==> src/rtl/mem_req_bridge.sv <==
// Single-word request bridge from the rowhammer sequencer to an Avalon-MM master port,
// with completion confirm, saturating transaction counters and a sticky timeout flag.
module mem_req_bridge #(
  parameter int ADDR_WIDTH     = 64,
  parameter int WORD_WIDTH     = 64,
  parameter int ADDR_SHIFT     = 3,
  parameter int TIMEOUT_CYCLES = 1024
) (
  input  logic                    clk,
  input  logic                    reset,
  input  logic                    req_valid,
  input  logic                    req_write,
  input  logic [ADDR_WIDTH-1:0]   req_address,
  input  logic [WORD_WIDTH-1:0]   req_wdata,
  output logic                    confirm,
  output logic [WORD_WIDTH-1:0]   rdata,
  output logic                    busy,
  output logic [ADDR_WIDTH-1:0]   avm_address,
  output logic                    avm_read,
  output logic                    avm_write,
  output logic [WORD_WIDTH-1:0]   avm_writedata,
  output logic [WORD_WIDTH/8-1:0] avm_byteenable,
  input  logic                    avm_waitrequest,
  input  logic [WORD_WIDTH-1:0]   avm_readdata,
  input  logic                    avm_readdatavalid,
  output logic [31:0]             rd_count,
  output logic [31:0]             wr_count,
  output logic                    timeout_err
);

  localparam int TW = $clog2(TIMEOUT_CYCLES);
  localparam logic [TW-1:0] TLIM = TW'(TIMEOUT_CYCLES - 1);

  typedef enum logic [1:0] {IDLE, ISSUE, WAIT_RD, RESP} state_t;

  state_t                  state, state_nxt;
  logic                    wr_l;
  logic [ADDR_WIDTH-1:0]   addr_l;
  logic [WORD_WIDTH-1:0]   wdata_l;
  logic [TW-1:0]           tcnt;
  logic                    accept;
  logic                    rd_done;
  logic                    expired;

  function automatic logic [31:0] sat_inc(input logic [31:0] v);
    return (v == 32'hFFFF_FFFF) ? v : v + 32'd1;
  endfunction

  assign accept  = (state == ISSUE) && !avm_waitrequest;
  assign rd_done = (state == WAIT_RD) && avm_readdatavalid;
  // Completion on the final allowed cycle wins over the abort.
  assign expired = (tcnt == TLIM) &&
                   (((state == ISSUE) && avm_waitrequest) ||
                    ((state == WAIT_RD) && !avm_readdatavalid));

  always_ff @(posedge clk) begin
    if (reset) state <= IDLE;
    else       state <= state_nxt;
  end

  always_comb begin
    state_nxt = state;
    case (state)
      IDLE:    if (req_valid) state_nxt = ISSUE;
      ISSUE:   if (accept) state_nxt = wr_l ? RESP : WAIT_RD;
               else if (expired) state_nxt = RESP;
      WAIT_RD: if (rd_done || expired) state_nxt = RESP;
      RESP:    state_nxt = IDLE;
      default: state_nxt = IDLE;
    endcase
  end

  always_comb begin
    busy           = (state != IDLE);
    confirm        = (state == RESP);
    avm_read       = 1'b0;
    avm_write      = 1'b0;
    avm_address    = '0;
    avm_writedata  = '0;
    avm_byteenable = '0;
    if (state == ISSUE) begin
      avm_read       = !wr_l;
      avm_write      = wr_l;
      avm_address    = addr_l << ADDR_SHIFT;
      avm_writedata  = wdata_l;
      avm_byteenable = '1;
    end
  end

  // Request capture: only consumed while in ISSUE, so no reset needed.
  always_ff @(posedge clk) begin
    if ((state == IDLE) && req_valid) begin
      wr_l    <= req_write;
      addr_l  <= req_address;
      wdata_l <= req_wdata;
    end
  end

  always_ff @(posedge clk) begin
    if (reset) begin
      tcnt        <= '0;
      rdata       <= '0;
      rd_count    <= '0;
      wr_count    <= '0;
      timeout_err <= 1'b0;
    end else begin
      if (state == IDLE) tcnt <= '0;
      else if ((state == ISSUE) || (state == WAIT_RD)) tcnt <= tcnt + 1'b1;
      if (accept && wr_l) wr_count <= sat_inc(wr_count);
      if (rd_done) begin
        rdata    <= avm_readdata;
        rd_count <= sat_inc(rd_count);
      end
      if (expired) begin
        timeout_err <= 1'b1;
        if (!wr_l) rdata <= '0;
      end
    end
  end

endmodule

==> config.mk <==
export PLATFORM = sky130hd
export DESIGN_NAME = mem_req_bridge
export DESIGN_NICKNAME = d
export VERILOG_FILES = /design/src/rtl/mem_req_bridge.sv
export SDC_FILE = /design/constraint.sdc
export NUM_CORES = 1
export LEC_CHECK = 0
export CAP_MARGIN = 20
export CORE_UTILIZATION = 32
export DETAILED_ROUTE_END_ITERATION = 16
export GPL_ROUTABILITY_DRIVEN = 0
export SYNTH_ARGS = -nofsm -noshare
export SYNTH_HDL_FRONTEND = slang
export SYNTH_SLANG_ARGS = --single-unit
==> constraint.sdc <==
create_clock -name clk -period 12.8 [get_ports clk]
set_input_delay 2.56 -clock clk [delete_from_list [all_inputs] [get_ports clk]]
set_output_delay 2.56 -clock clk [all_outputs]
set_load 0.005 [all_outputs]
==> results of run 1 <==
-- through the flow --
step,utilization,instances,setup WS [ns]
6_report,0.5026,1936,7.324
5_1_grt,0.5026,1936,7.067
4_1_cts,0.5026,1936,7.206
3_5_place_dp,0.4724,1881,7.174
3_3_place_gp,0.4724,1881,7.189
2_1_floorplan,-,1031,6.866
-- per-layer routing --
layer	share of wire	track usage
met1	0.38	0.1988
met2	0.51	0.3355
met3	0.10	0.06990
met4	0.016	0.03967
met5	0	0
-- sequential cells by signal, summed over array words and instances (netlist names) --
name and count:
timeout_err 1, state 2, wdata_l 64, tcnt 10
rd_count 32, wr_l 1, rdata 64, addr_l 61
wr_count 32
-- worst max-delay path, stage by stage (launching register included) --
cell and delay (ns):
dfxtp_1 0.45, ha_4 0.37, buf_4 0.67, and2_1 0.24, clkdlybuf4s50_1 0.55
-- cell families after synthesis --
kind of cell	count (synthesis)	share of synthesized area
adder cells (fa/ha/maj)	7	0.008073
XOR/XNOR	13	0.01049
AO/OA/AOI/OAI	179	0.09019
flip-flops	267	0.6089
multiplexers	9	0.008880
other	1	0.0003456
buffers and inverters	78	0.03206
AND/OR/NAND/NOR	475	0.2410
-- final timing paths --
check                           startpoint                end  cells past startpoint  slack [ns]
worst max-delay path              state[0]  avm_writedata[61]                      4        7.32
worst min-delay path             rdata[10]          rdata[10]                      2        0.45
worst max register to register    state[0]       rd_count[26]                      8        9.50
worst min register to register   rdata[10]          rdata[10]                      2        0.45
-- power by group through the flow --
stage | combinational [mW] | clock (mW) | sequential [mW]
floorplan | 0.279 | 0 | 1.10
global placement | 0.699 | 0 | 1.09
detailed placement | 0.699 | 0 | 1.10
CTS | 0.701 | 0.902 | 1.08
global route | 0.762 | 0.935 | 1.09
finish | 0.686 | 0.873 | 1.08
-- final cells by class --
cell class,instances,area [um^2]
Fill cell,3002,16640
Sequential cell,267,6606
Timing Repair Buffer,467,4652
Multi-Input combinational cell,686,3933
Clock buffer,47,939.7
Tap cell,448,560.5
Clock inverter,8,72.57
Inverter,13,48.80
-- cells in the mapped netlist (3+ instances only) --
| master | number |
|---|---|
| nand3_1 | 24 |
| clkbuf_2 | 4 |
| or4_1 | 17 |
| o21ai_0 | 35 |
| dfxtp_1 | 141 |
| or3_1 | 33 |
| inv_1 | 13 |
| nand2_1 | 159 |
| a21oi_1 | 115 |
| and2_1 | 130 |
| nor2_1 | 27 |
| buf_4 | 11 |
| nor2b_1 | 6 |
| xnor2_1 | 9 |
| ha_1 | 7 |
| edfxtp_1 | 126 |
| nand4_1 | 25 |
| and3_1 | 4 |
| and4_1 | 11 |
| mux2_2 | 5 |
| o31ai_1 | 17 |
| xor2_1 | 4 |
| mux2i_1 | 4 |
| clkbuf_1 | 47 |
| nor3_1 | 10 |
| nor4_4 | 3 |
| nor4_1 | 9 |
==> results_dict.tcl, run 1 <==
set metrics [dict create \
    p_int_mw 1.952 \
    area.growth.synth_to_final_pct 54.97 \
    pwr-share-comb 0.260 \
    via_count 9165 \
    ys_types 54 \
    cts-resized-gates 0 \
    power_leakage_nw 5.634 \
    grt_pass1_vias 8561 \
    cts_tree "yes" \
    start_util 0.3244 \
    yosysTopAreaCellShare 0.3487 \
    worstHoldPathType "reg -> reg" \
    grt_setup_unrepaired "no" \
    clk_latency_ns 0.56 \
    via_per_inst 4.734 \
    arrival_ns 2.92 \
    fp.dieW_um 186.1 \
    final_common_cell "clkdlybuf4s50_1" \
    switching_power_mw 0.6871 \
    setup_violations 0 \
    start_kind "flip-flop" \
    postCtsHoldBufs 0 \
    synth.area.top_cells "edfxtp_1 35%, dfxtp_1 26%, and2_1 7.5%" \
    grt_util_all_layers 0.1831 \
    fmax_mhz 182.6 \
    cts_buffers 30 \
    post_dp_cell_area_mm2 0.01580 \
    ys_async_sr_fraction 0 \
    period_needed_ns 5.476 \
    die_y_um 186.1 \
    drv_cap 0 \
    clockPowerShare 0.331 \
    h-tree-depth 1 \
    design.core.area_mm2 0.03345 \
    cts_buffer_depth 3 \
    maxSlewViolCount 0 \
    yosysSeqAreaShare 0.6089 \
    cts_setup_buffers 0 \
    dr.pass1.iters 4 \
    grt_max_degree 110 \
    drt-total-wl_um 33460 \
    final_cell_mix "459 x clkdlybuf4s50_1, 158 x nand2_1, 141 x dfxtp_1, 129 x and2_1, 126 x edfxtp_1" \
    max-slew-margin-rel 0.3324 \
    synth_flop_cell "dfxtp_1" \
    die-area_mm2 0.03464 \
    nets 1670 \
    yosys.area.top_type "edfxtp_1" \
    antenna_found_initial 0 \
    port_buffers 460 \
    grt_pass1_wl_um 49110 \
    hold_viol_final 0 \
    layout-drive-gt1-share 0.05444 \
    powerDensity_mw_per_mm2 157.0 \
    num_rows 67 \
    ys_ff_latch 267 \
    worst_hold_slack_ns 0.4508 \
    antenna_cells 0 \
    period_share 0.4278 \
    wl_per_cell_um 17.28 \
    critPathKind "reg -> out" \
    worstPathMaxFanout 109 \
    syn_avg_cell_area_um2 10.54 \
    yosys_warnings 0 \
    synth_cells 1029 \
    crit_required_ns 10.24 \
    fin_tns_setup_ns 0 \
    ant_nets 0 \
    synth_area_mm2 0.01085 \
    seq_power_share 0.409 \
    fin_skew_ns 0.008340 \
    dpl.hpwl_um 24190 \
    total_power_mw 2.639 \
    grt_overflow 0 \
    worst_pin_slew_ns 1.001 \
    drtIter0Drc 454 \
    io-pin-count 467 \
    endpoint_kind "primary output" \
    synth_edf_count 126 \
    clkSlewWorstSetupHoldPaths_ns 0.06 \
    final_cell_area_mm2 0.01681 \
    vdd_drop_max_mv 0.09805 \
    cts_sinks 267 \
    cts_root_buf "clkbuf_16" \
    swShare 0.2604 \
    status "complete, no violations" \
    drcViolationCount 0 \
]
Power figures use the tool's default switching activity.
==> run 2: changes to the inputs <==
Clock period 12.8 ns to 5.3 ns, I/O delays scaled along.
==> results_dict.tcl, run 2 (same netlist as run 1, synthesis figures left out) <==
set metrics [dict create \
    period_share 0.7503 \
    cts_buffer_depth 3 \
    drt-total-wl_um 33680 \
    grt_pass1_wl_um 48800 \
    grt_setup_unrepaired "no" \
    timing.rr.start "state[0]" \
    fp.dieW_um 186.1 \
    vdd_drop_max_mv 0.2856 \
    arrival_ns 2.92 \
    hold_start "timeout_err" \
    worstHoldPathType "reg -> reg" \
    critPathKind "reg -> out" \
    cts_root_buf "clkbuf_16" \
    ant_nets 0 \
    fin_skew_ns 0.01057 \
    h-tree-depth 1 \
    reg_top3 "rdata (64), wdata_l (64), addr_l (61)" \
    post-route-util 0.5019 \
    r2r_cells 6 \
    holdPathStages 2 \
    postCtsHoldBufs 0 \
    clk_latency_ns 0.55 \
    dpl.hpwl_um 24380 \
    area.growth.synth_to_final_pct 54.75 \
    antenna_found_initial 1 \
    period_needed_ns 3.976 \
    powerDensity_mw_per_mm2 376.1 \
    crit_required_ns 4.24 \
    cts_buffers 30 \
    crit_chain "ha_4 > buf_4 > and2_1 > clkdlybuf4s50_1" \
    worst_pin_slew_ns 0.9602 \
    io-pin-count 467 \
    wl_per_cell_um 17.37 \
    num_rows 67 \
    maxSlewViolCount 0 \
    via_per_inst 4.762 \
    hold_viol_final 0 \
    cts_tree "yes" \
    final_common_cell "clkdlybuf4s50_1" \
    start_util 0.3244 \
    grt_util_all_layers 0.1823 \
    grt_max_degree 114 \
    fmax_mhz 251.5 \
    grt_pass1_vias 8496 \
    grt_overflow 0 \
    port_buffers 460 \
    cts_sinks 267 \
    cts_setup_buffers 0 \
    cts-resized-gates 0 \
    endpoint_kind "primary output" \
    drcViolationCount 0 \
    design.core.area_mm2 0.03345 \
    start_kind "flip-flop" \
    setup_violations 0 \
    crit_path_top_delay_cell "ha_4" \
    antenna_cells 0 \
    via_count 9233 \
    die_y_um 186.1 \
    status "complete, no violations" \
    clkSlewWorstSetupHoldPaths_ns 0.06 \
    die-area_mm2 0.03464 \
    final_cell_mix "459 x clkdlybuf4s50_1, 158 x nand2_1, 141 x dfxtp_1, 129 x and2_1, 126 x edfxtp_1" \
    drtIter0Drc 416 \
    final.fill_count 3032 \
    cpPeakStageDelay_ns 0.77 \
    nets 1673 \
    layout-drive-gt1-share 0.05366 \
    fin_tns_setup_ns 0 \
    dr.pass1.iters 4 \
    drv_cap 0 \
    max-slew-margin-rel 0.3599 \
    power_leakage_nw 5.623 \
    startpoint "state[0]" \
    worstPathMaxFanout 113 \
]
-- run 2: worst max-delay path, delay by kind of cell, from the launching register on --
family / cells / cell delay [ns]
adder cells (fa/ha/maj): 1 / 0.77
buffers and inverters: 2 / 0.88
flip-flops: 1 / 0.46
AND/OR/NAND/NOR: 1 / 0.15
-- run 2: power breakdown --
part	internal [mW]	switching, mW
clock	1.20	0.831
combinational	0.945	0.730
sequential	2.52	0.0859
-- run 2: final cells by class --
type                    count  area (um^2)  area share
flip-flops and latches    267         6606      0.3935
clock inverters            14        121.4    0.007229
inverters                  13        48.80    0.002907
clock buffers              41        844.6     0.05031
multi-input cells         686         3933      0.2342
repair buffers            470         4674      0.2784
well taps                 448        560.5     0.03339
-- run 2: per-stage QoR --
step	std cells	hold WS (ns)	instance area [um^2]	worst slack, ns	power (mW)
floorplan	1031	0.4421	10860	0.8663	3.336
CTS	1939	0.4551	16790	1.270	6.428
detailed placement	1884	0.4463	15820	1.682	4.349
global placement	1884	0.4381	15820	1.665	4.330
global route	1939	0.4724	16790	1.087	6.675
finish	1939	0.4516	16790	1.324	6.315
-- run 2: routing by layer --
| metal | global-route usage | vias to the layer above | routed length (um) |
|---|---|---|---|
| met1 | 0.2055 | 4327 | 12980 |
| met3 | 0.06562 | 44 | 3257 |
| met4 | 0.04164 | 2 | 582 |
| met2 | 0.3267 | 345 | 16850 |
| li1 | - | 4515 | - |
| met5 | 0 | - | 11 |
-- run 2: path summary, 6_finish.rpt --
path	to	slack (ns)
hold / removal	timeout_err	0.45
setup reg to reg	wr_count[30]	2.14
hold reg to reg	timeout_err	0.45
setup / recovery	avm_writedata[33]	1.32
==> run 3: changes to the inputs <==
Settings changed: PLACE_DENSITY from default to 0.66.
Clock period 5.3 ns to 3.65 ns, I/O delays scaled along.
==> results_dict.tcl, run 3 (same netlist as run 1, synthesis figures left out) <==
set metrics [dict create \
    status "complete, no violations" \
    cts_buffer_depth 3 \
    fmax_mhz 309.1 \
    p_int_mw 7.004 \
    grt_max_degree 66 \
    clkSlewWorstSetupHoldPaths_ns 0.06 \
    grt_overflow 0 \
    seq_power_share 0.399 \
    via_per_inst 4.702 \
    layout-drive-gt1-share 0.05470 \
    final_common_cell "clkdlybuf4s50_1" \
    multi_input_area_mm2 0.003933 \
    via_count 9168 \
    clockPowerShare 0.342 \
    timing.final.ws_setup_ns 0.4144 \
    fp.dieW_um 186.1 \
    final_cell_mix "459 x clkdlybuf4s50_1, 158 x nand2_1, 141 x dfxtp_1, 129 x and2_1, 126 x edfxtp_1" \
    setup_violations 0 \
    crit_chain "inv_1 > ha_4 > buf_4 > and2_1 > clkdlybuf4s50_1" \
    start_kind "flip-flop" \
    area.growth.synth_to_final_pct 56.25 \
    nets 1679 \
    swShare 0.2594 \
    grt_util_all_layers 0.1747 \
    cts_setup_buffers 0 \
    die_y_um 186.1 \
    grt_setup_unrepaired "no" \
    design.core.area_mm2 0.03345 \
    grt_pass1_wl_um 46740 \
    period_needed_ns 3.236 \
    post-route-util 0.5068 \
    max-slew-margin-rel 0.4175 \
    drtIter0Drc 412 \
    num_rows 67 \
    drcViolationCount 0 \
    grtUsageMet3 0.06698 \
    io-pin-count 467 \
    postCtsHoldBufs 0 \
    cts_root_buf "clkbuf_16" \
    cts_sinks 267 \
    worstPathMaxFanout 56 \
    cts-resized-gates 0 \
    cts_tree "yes" \
    grt_use_met1 0.1896 \
    fin_skew_ns 0.01129 \
    vdd_drop_max_mv 0.3411 \
    antenna_found_initial 2 \
    dpl.hpwl_um 23380 \
    dr.pass1.iters 6 \
    cts_buffers 34 \
    die-area_mm2 0.03464 \
    fin_tns_setup_ns 0 \
    final.fill_count 3029 \
    start_util 0.3244 \
    crit_path_top_delay_cell "clkdlybuf4s50_1" \
    top_usage_layer "met2" \
    pwr-share-comb 0.259 \
    wl_per_cell_um 16.45 \
    switching_power_mw 2.453 \
    grt_pass1_vias 8481 \
    power_leakage_nw 5.682 \
    drt-total-wl_um 32080 \
    hold_viol_final 0 \
    critPathKind "reg -> out" \
    clk_latency_ns 0.50 \
    endpoint_kind "primary output" \
    ant_nets 0 \
    crit_required_ns 2.92 \
    maxSlewViolCount 0 \
    worstHoldPathType "reg -> reg" \
    post_dp_cell_area_mm2 0.01586 \
    worst_pin_slew_ns 0.8672 \
    drv_cap 0 \
    register_area_mm2 0.006606 \
    period_share 0.8865 \
    h-tree-depth 2 \
    total_power_mw 9.457 \
    grtUsageMet2 0.3094 \
    place_ws_ns 0.5249 \
    arrival_ns 2.51 \
    reg_top3 "rdata (64), wdata_l (64), addr_l (61)" \
    final_cell_area_mm2 0.01695 \
    cpPeakStageDelay_ns 0.52 \
    powerDensity_mw_per_mm2 557.9 \
    port_buffers 460 \
]
## run 3: cell types whose count changed in the layout (fill, tap and decap cells not counted), sizes merged
cell and change:
clkinv -1, clkbuf +4, diode +3, buf +2, clkinvlp +1, inv +2
## run 3: worst max-delay path: cells and delay by family (launching register included)
kind | cells | cell delay [ns]
flops | 1 | 0.33
fa+ha+maj | 1 | 0.47
simple gates | 1 | 0.17
buf+inv | 3 | 1.02
## run 3: area by class of cell
cell class                      count  area share
Inverter                           13    0.002879
Antenna cell                        3   0.0004429
Timing Repair Buffer              472      0.2781
Clock buffer                       45     0.05506
Clock inverter                     16    0.008710
Tap cell                          448     0.03307
Multi-Input combinational cell    686      0.2320
Sequential cell                   267      0.3897
## run 3: per-stage QoR
stage	cells	hold slack, ns
after floorplan	1031	0.4421
after global placement	1886	0.4357
after detailed placement	1886	0.4446
after CTS	1947	0.4525
after global routing	1949	0.4702
final	1950	0.4479
## run 3: path summary, 6_finish.rpt
check,start,end,slack (ns),cells past startpoint
hold reg to reg,timeout_err,timeout_err,0.45,2
setup reg to reg,state[1],wr_count[25],0.96,7
setup / recovery,state[1],avm_address[58],0.41,5
hold / removal,timeout_err,timeout_err,0.45,2
## run 3: layer usage
metal | vias to the layer above | part of all wire
li1 | 4523 | -
met2 | 387 | 0.50
met1 | 4212 | 0.37
met4 | 0 | 0.028
met3 | 46 | 0.10
met5 | - | 0
## run 3: power groups by stage
stage,sequential [mW],combinational [mW],clock [mW]
6_report,3.78,2.45,3.23
5_1_grt,3.82,2.70,3.45
4_1_cts,3.78,2.49,3.34
3_5_place_dp,3.84,2.49,0
3_3_place_gp,3.82,2.48,0
2_1_floorplan,3.84,0.979,0
